File: config.mk
export PLATFORM = sky130hd
export DESIGN_NAME = vga_sync_gen
export DESIGN_NICKNAME = d
export VERILOG_FILES = /design/src/rtl/vga_timing_pkg.sv /design/src/rtl/vga_sync_gen_pix_en_gen.sv /design/src/rtl/vga_sync_gen.sv
export SDC_FILE = /design/constraint.sdc
export NUM_CORES = 1
export LEC_CHECK = 0
export CAP_MARGIN = 20
export CORE_MARGIN = 2
export CORE_UTILIZATION = 45
export DETAILED_ROUTE_END_ITERATION = 8
export GPL_TIMING_DRIVEN = 0
export PLACE_DENSITY = 0.81
export RECOVER_POWER = 50
export SYNTH_ARGS = -nofsm -noshare
export SYNTH_HDL_FRONTEND = slang
export SYNTH_SLANG_ARGS = --single-unit
File: constraint.sdc
create_clock -name clk -period 3.4 [get_ports clk]
set_clock_uncertainty 0.1 [all_clocks]
set_input_delay 0.68 -clock clk [delete_from_list [all_inputs] [get_ports clk]]
set_output_delay 0.68 -clock clk [all_outputs]
set_load 0.01 [all_outputs]
File: src/rtl/vga_timing_pkg.sv
// VGA 640x480 raster timing constants shared by the sync generator and the
// pixel-colour block, plus a small window-decode helper.
package vga_timing_pkg;

   localparam int COORD_W     = 10;

   localparam int H_TOTAL     = 800;
   localparam int H_SYNC      = 96;
   localparam int H_ACT_START = 144;
   localparam int H_ACT_END   = 784;

   localparam int V_TOTAL     = 521;
   localparam int V_SYNC      = 2;
   localparam int V_ACT_START = 31;
   localparam int V_ACT_END   = 511;

   // Half-open interval test: lo <= v < hi
   function automatic logic in_range(input logic [COORD_W-1:0] v,
                                     input logic [COORD_W-1:0] lo,
                                     input logic [COORD_W-1:0] hi);
      return (v >= lo) && (v < hi);
   endfunction

endpackage

File: src/rtl/vga_sync_gen_pix_en_gen.sv
// Pixel-rate divider. adv is the combinational "strobe next edge" indication
// used by the raster counters; pix_en is the registered strobe that is high
// in the same cycle the counters show their new value.
module pix_en_gen #(
   parameter int CLK_DIV = 4
) (
   input  logic clk,
   input  logic rst,
   output logic adv,
   output logic pix_en
);

   localparam int CNT_W = (CLK_DIV > 1) ? $clog2(CLK_DIV) : 1;
   localparam logic [CNT_W-1:0] CNT_MAX = CNT_W'(CLK_DIV - 1);

   logic [CNT_W-1:0] cnt_q, cnt_d;
   logic             pix_en_q, pix_en_d;

   // Divider count 0..CLK_DIV-1 and the next pixel strobe
   always_comb begin
      adv      = (cnt_q == CNT_MAX);
      cnt_d    = adv ? '0 : cnt_q + 1'b1;
      pix_en_d = adv;
   end

   // Divider and strobe registers
   always_ff @(posedge clk) begin
      if (rst) begin
         cnt_q    <= '0;
         pix_en_q <= 1'b0;
      end else begin
         cnt_q    <= cnt_d;
         pix_en_q <= pix_en_d;
      end
   end

   assign pix_en = pix_en_q;

endmodule

File: src/rtl/vga_sync_gen.sv
// VGA raster timing generator: hc/vc counters, active-low syncs, videoen and
// line/frame ticks. Every output is registered and decoded from the
// next-state counters so it lines up with the hc/vc shown in the same cycle.
module vga_sync_gen
   import vga_timing_pkg::*;
#(
   parameter int CLK_DIV     = 4,
   parameter int H_TOTAL     = vga_timing_pkg::H_TOTAL,
   parameter int H_SYNC      = vga_timing_pkg::H_SYNC,
   parameter int H_ACT_START = vga_timing_pkg::H_ACT_START,
   parameter int H_ACT_END   = vga_timing_pkg::H_ACT_END,
   parameter int V_TOTAL     = vga_timing_pkg::V_TOTAL,
   parameter int V_SYNC      = vga_timing_pkg::V_SYNC,
   parameter int V_ACT_START = vga_timing_pkg::V_ACT_START,
   parameter int V_ACT_END   = vga_timing_pkg::V_ACT_END
) (
   input  logic               clk,
   input  logic               rst,
   output logic [COORD_W-1:0] hc,
   output logic [COORD_W-1:0] vc,
   output logic               hsync,
   output logic               vsync,
   output logic               videoen,
   output logic               pix_en,
   output logic               line_tick,
   output logic               frame_tick
);

   localparam logic [COORD_W-1:0] HC_MAX = COORD_W'(H_TOTAL - 1);
   localparam logic [COORD_W-1:0] VC_MAX = COORD_W'(V_TOTAL - 1);
   localparam logic [COORD_W-1:0] HS_END = COORD_W'(H_SYNC);
   localparam logic [COORD_W-1:0] VS_END = COORD_W'(V_SYNC);
   localparam logic [COORD_W-1:0] HA_LO  = COORD_W'(H_ACT_START);
   localparam logic [COORD_W-1:0] HA_HI  = COORD_W'(H_ACT_END);
   localparam logic [COORD_W-1:0] VA_LO  = COORD_W'(V_ACT_START);
   localparam logic [COORD_W-1:0] VA_HI  = COORD_W'(V_ACT_END);

   logic               adv;
   logic [COORD_W-1:0] hc_q, hc_d, vc_q, vc_d;
   logic               hsync_q, hsync_d, vsync_q, vsync_d;
   logic               videoen_q, videoen_d;
   logic               line_tick_q, line_tick_d, frame_tick_q, frame_tick_d;

   pix_en_gen #(
      .CLK_DIV (CLK_DIV)
   ) u_pix_en_gen (
      .clk    (clk),
      .rst    (rst),
      .adv    (adv),
      .pix_en (pix_en)
   );

   // Next raster position, wrap ticks and output decode of that position
   always_comb begin
      hc_d         = hc_q;
      vc_d         = vc_q;
      line_tick_d  = 1'b0;
      frame_tick_d = 1'b0;
      if (adv) begin
         if (hc_q == HC_MAX) begin
            hc_d        = '0;
            line_tick_d = 1'b1;
            if (vc_q == VC_MAX) begin
               vc_d         = '0;
               frame_tick_d = 1'b1;
            end else begin
               vc_d = vc_q + 1'b1;
            end
         end else begin
            hc_d = hc_q + 1'b1;
         end
      end
      hsync_d   = (hc_d >= HS_END);
      vsync_d   = (vc_d >= VS_END);
      videoen_d = in_range(hc_d, HA_LO, HA_HI) && in_range(vc_d, VA_LO, VA_HI);
   end

   // Raster state and output registers; reset restarts at (0,0) with no ticks
   always_ff @(posedge clk) begin
      if (rst) begin
         hc_q         <= '0;
         vc_q         <= '0;
         hsync_q      <= 1'b0;
         vsync_q      <= 1'b0;
         videoen_q    <= 1'b0;
         line_tick_q  <= 1'b0;
         frame_tick_q <= 1'b0;
      end else begin
         hc_q         <= hc_d;
         vc_q         <= vc_d;
         hsync_q      <= hsync_d;
         vsync_q      <= vsync_d;
         videoen_q    <= videoen_d;
         line_tick_q  <= line_tick_d;
         frame_tick_q <= frame_tick_d;
      end
   end

   assign hc         = hc_q;
   assign vc         = vc_q;
   assign hsync      = hsync_q;
   assign vsync      = vsync_q;
   assign videoen    = videoen_q;
   assign line_tick  = line_tick_q;
   assign frame_tick = frame_tick_q;

endmodule

## After elaboration in Yosys (flattened, before gate mapping)

Index checks and enable logic that the tools add are counted.

- RAM bits: 0
- Output and inout port bits: 26
- Input bits: 2
- Latch bits: 0
- ROM bits: 0
- Bits in registers: 28
- Word-level logic and storage cells: 36
- Memories: 0

- Add/subtract/negate cells: 3
- Div/mod/pow operators: 0
- Bitwise logic cells: 2
- Multipliers: 0
- Eq/ne operators: 3
- Mux-type cells: 7
- Reductions and logical operators: 6
- Shifts and indexed selects: 0
- Order comparisons: 6

Operator list:

| kind | count |
|---|---|
| $mux 10 | 5 |
| $add 10x1->10 const B | 2 |
| $eq 10x10->1 const B | 2 |
| $ge 10x2->1 const B | 1 |
| $ge 10x5->1 const B | 1 |
| $ge 10x7->1 const B | 1 |
| $ge 10x8->1 const B | 1 |
| $lt 10x10->1 const B | 1 |
| $lt 10x9->1 const B | 1 |
| $reduce_or 2->1 | 2 |
| $logic_and 1x1->1 | 3 |
| $reduce_or 3->1 | 1 |
| $add 2x1->2 const B | 1 |
| $eq 2x2->1 const B | 1 |
| $mux 1 | 2 |
| $not 1->1 | 2 |

## Logic depth before layout (Yosys ltp)

- Depth in word-level cells: 7
- Mapped depth: 9
- Mapped depth without buffers: 8

## Modules after synthesis

Synthesis repeated with hierarchy kept, for this count alone.

- Cells, all modules: 176
- Area total of the unflattened synthesis: 1,575.3 um^2

By module, submodules not included:

| module | seq. area each (um^2) | area each (um^2) | instances | cells each |
|---|---|---|---|---|
| vga_sync_gen | 500.5 | 1,471.4 | 1 | 169 |
| pix_en_gen | 60.1 | 103.8 | 1 | 7 |

## Worst setup path before layout

Ideal clock, no wire load.

- Kind: reg2reg
- Start point: register hc_q[0] (netlist: hc[0])
- End point: register videoen_q (netlist: videoen)
- Required time: 3.214 ns
- Setup slack: 1.176 ns
- Period minus slack after synthesis: 2.224 ns
- Path buffers: 1
- Data arrival time: 2.039 ns
- Stages on the path, launching flop included: 9
- Setup time: 0.086 ns
- Path through: dfxtp_1 -> ha_1 -> and4bb_1 -> nand3_1 -> buf_2 -> nor4_2 -> mux2i_1 -> nor4_1 -> a211oi_1

- Cells in the longest elaborated chain, start to end: 6
- Elaborated cells on any way between the ends: 13
- Those cells by class: add/sub: 1; order compare: 4; eq/ne: 1; mux: 4; reduce/logical: 3

RTL lines:

| what | RTL line | source |
|---|---|---|
| start, declared | vga_sync_gen.sv:39 | `logic [COORD_W-1:0] hc_q, hc_d, vc_q, vc_d;` |
| start signal, assigned | vga_sync_gen.sv:81 | `hc_q <= '0;` |
| start signal, assigned | vga_sync_gen.sv:89 | `hc_q <= hc_d;` |
| $add 10x1->10 or $eq 10x10->1 (tied branches) | vga_sync_gen.sv:70, vga_sync_gen.sv:60 |  |
| $mux 10 | vga_sync_gen.sv:60 | `if (hc_q == HC_MAX) begin` |
| $mux 10 | vga_sync_gen.sv:59 | `if (adv) begin` |
| $ge 10x8->1, or another cell as far along | vga_timing_pkg.sv:21 | `return (v >= lo) && (v < hi);` |
| $logic_and 1x1->1 | vga_timing_pkg.sv:21 |  |
| $logic_and 1x1->1 * | vga_sync_gen.sv:75 | `videoen_d = in_range(hc_d, HA_LO, HA_HI) && in_range(vc_d, VA_LO, VA_HI);` |
| end signal, assigned | vga_sync_gen.sv:93 | `videoen_q <= videoen_d;` |
| end, declared | vga_sync_gen.sv:41 | `logic videoen_q, videoen_d;` |

Every way passes the cells marked *; elsewhere a longest branch is shown, timed or not.
A chain may end at the register's enable or synchronous reset.

## Final worst setup path

- Start point: register u_pix_en_gen.cnt_q[0]
- End point: register videoen_q (netlist: videoen)

- Cells in the longest elaborated chain, start to end: 5
- Elaborated cells on any way between the ends: 10
- Those cells by class: order compare: 4; eq/ne: 1; mux: 2; reduce/logical: 3

RTL lines:

| what | RTL line | source |
|---|---|---|
| start, declared | vga_sync_gen_pix_en_gen.sv:16 | `logic [CNT_W-1:0] cnt_q, cnt_d;` |
| start signal, assigned | vga_sync_gen_pix_en_gen.sv:32 | `cnt_q <= cnt_d;` |
| $eq 2x2->1 * | vga_sync_gen_pix_en_gen.sv:21 | `adv = (cnt_q == CNT_MAX);` |
| via adv | vga_sync_gen.sv:38 | `logic adv;` |
| $mux 10 | vga_sync_gen.sv:59 |  |
| $ge 10x8->1, or another cell as far along | vga_timing_pkg.sv:21 |  |
| $logic_and 1x1->1 | vga_timing_pkg.sv:21 |  |
| $logic_and 1x1->1 * | vga_sync_gen.sv:75 |  |

The timed path passes the listed nets; every way through them passes the cells marked *.

==> out/metrics.cfg <==
[routing]
drt_iter0_drc=76
viasPerCell=5.50
route.detailed.drc=0
routed_wl_um=3360
ant_nets=0
first_pass_iters=4
routedWlPerCell_um=13.5
via_count=1370

[timing]
slew_violations=0
period_share_pct=82.3
worst_slew_pin_slew_ns=0.535
max_freq_mhz=357
relSlewSlack_pct=64.3
hold_violations=0
finalCriticalPeriod_ns=2.80
setup_slack_ns=0.602
finalSetupTns_ns=0
rsz0062_at_grt=false
timing.final.setup_violations=0

[die]
start_util_pct=46.3
die_y_um=62.1
num_rows=21
die_w_um=62.1
io_pins=28
core_mm2=0.00328
die_area_mm2=0.00386

[clock_tree]
postCtsSetupBuffers=0
root_buffer=clkbuf_4
hold_buffers=0
clk-insertion-delay-late_ns=0.32
h-tree-depth=1
cts.clk_slew.worst_paths_ns=0.15
cts_tree=built
cts_resized=0
clk_path_buf_depth=2
cts-buffers-inserted=3
clock_sinks=28

[critical_path]
start_kind=register
rr_worst_depth=9
crit_path_end_kind=register
worstPathArrival_ns=2.95
worstPathMaxFanout=10
required_ns=3.55
regToRegEndpoint=videoen$_SDFF_PP0_
crit_type=reg2reg
worstReg2RegStart=u_pix_en_gen.cnt_q[0]$_SDFF_PP0_
rrSetupSlack_ns=0.60

[final_layout]
nets=210
diodes=0
multi_input_area_um2=858
drive_gt1_share_pct=6.40
finish.utilization_pct=56.0
num-fill-cells=321
area_growth_pct=20.8
ff_latch_area_um2=561

[global_route]
grt_pass1_wl_um=5820
first_global_vias=1366
grt.total_usage_pct=17.9
antenna_found_initial=0
grt_max_degree=16
grt_overflow=0

[placed_design]
port_buffers=26
place_worst_setup_slack_ns=0.871
gp_congestion=0.859
hpwlAfterDp_um=2440

[synth]
ys_types=46
synthFlopType=dfxtp_1
syn_nets=179
yosys-top-cells-area=dfxtp_1, nor2_1, xor2_1
async_flop_share_pct=0
synth_common_cells=dfxtp_1, nor2_1, xor2_1
yosys_warnings=0
syn_inst=173
syn_area_mm2=0.00152
ys_seq_elements=28
synth_top_area_share_pct=36.8
synth_edf_count=0
yosysSeqAreaShare_pct=36.8
syn_avg_cell_area_um2=8.79
yosysMostFrequentCell=dfxtp_1
synth_top_area_cell=dfxtp_1

[power]
ir_drop_mv=0.155
power.density_mw_per_mm2=290
p_leak_nw=0.671

[hold_path]
hold_path_end=u_pix_en_gen.cnt_q[0]$_SDFF_PP0_
hp-start=u_pix_en_gen.cnt_q[0]$_SDFF_PP0_
min_path_type=reg2reg
holdPathStages=1

[flow_run]
drv_cap=0

[run_status]
status=finished clean

[routing by layer]
| layer | global-route usage [%] | vias up | part of all wire [%] |
|---|---|---|---|
| met4 | 5.83 | 0 | 0.69 |
| met1 | 21.1 | 639 | 44 |
| met2 | 32.5 | 44 | 50 |
| li1 | - | 682 | - |
| met5 | 0 | - | 0 |
| met3 | 3.26 | 5 | 5.7 |
[cell type report]
cell class              count  area share (%)
multi-input cells         130            46.7
inverters                   4           0.817
plain buffers              11            2.72
well taps                  46            3.13
flip-flops and latches     28            30.5
repair buffers             26            14.2
clock buffers               4            1.97
[cells in the final DEF, fill, tap and decap left out, types with 6 or more instances in the layout]
master	n
dlygate4sd3_1	6
nand3_1	6
dfxtp_1	28
and3_1	6
clkdlybuf4s50_1	20
clkbuf_1	6
nor3_1	7
nor2_1	24
nand4_1	7
xnor2_1	7
xor2_1	8
nand2_1	7
[metrics by stage]
step                cell area [um2]  cells  total power, mW  hold slack [ns]
floorplan                      1520    173            0.370            0.304
global placement               1840    245            0.382            0.314
detailed placement             1840    245            0.383            0.327
CTS                            1880    249            0.547            0.352
global route                   1840    249            0.562            0.380
finish                         1840    249            0.533            0.346
[cells by family (layout without fill, tap and decap cells)]
group                    Yosys count  after routing  share of synthesized area (%)
AO/OA/AOI/OAI                     25             25                           12.1
XOR/XNOR                          15             15                           8.64
multiplexers                       2              2                           1.32
flip-flops                        28             28                           36.8
adder cells (fa/ha/maj)            4              4                           3.29
buffers and inverters             15             45                           5.34
AND/OR/NAND/NOR                   84             84                           32.5
[worst max-delay path by stage]
stage	startpoint	to	slack [ns]	cells after the start
4_1_cts	hc[0]$_SDFF_PP0_	videoen$_SDFF_PP0_	0.81	8
5_1_grt	u_pix_en_gen.cnt_q[0]$_SDFF_PP0_	videoen$_SDFF_PP0_	0.43	9
3_3_place_gp	hc[0]$_SDFF_PP0_	videoen$_SDFF_PP0_	0.85	8
3_5_place_dp	hc[0]$_SDFF_PP0_	videoen$_SDFF_PP0_	0.87	8
6_report	u_pix_en_gen.cnt_q[0]$_SDFF_PP0_	videoen$_SDFF_PP0_	0.60	9
2_1_floorplan	hc[0]$_SDFF_PP0_	videoen$_SDFF_PP0_	1.18	8
[worst max-delay path, stage by stage, from the launching register on]
cell and delay (ns):
dfxtp_1 0.37, ha_1 0.17, clkbuf_1 0.29, and3_1 0.22, and3_1 0.15, clkbuf_1 0.35
o21ai_0 0.16, a22o_1 0.28, or4b_1 0.46, a211oi_1 0.18
[where the power goes]
group,total [mW],internal [mW],switching (mW)
Combinational,0.0328,0.0158,0.0170
Sequential,0.340,0.335,0.00468
Clock,0.161,0.0654,0.0955
Power figures use the tool's default switching activity.
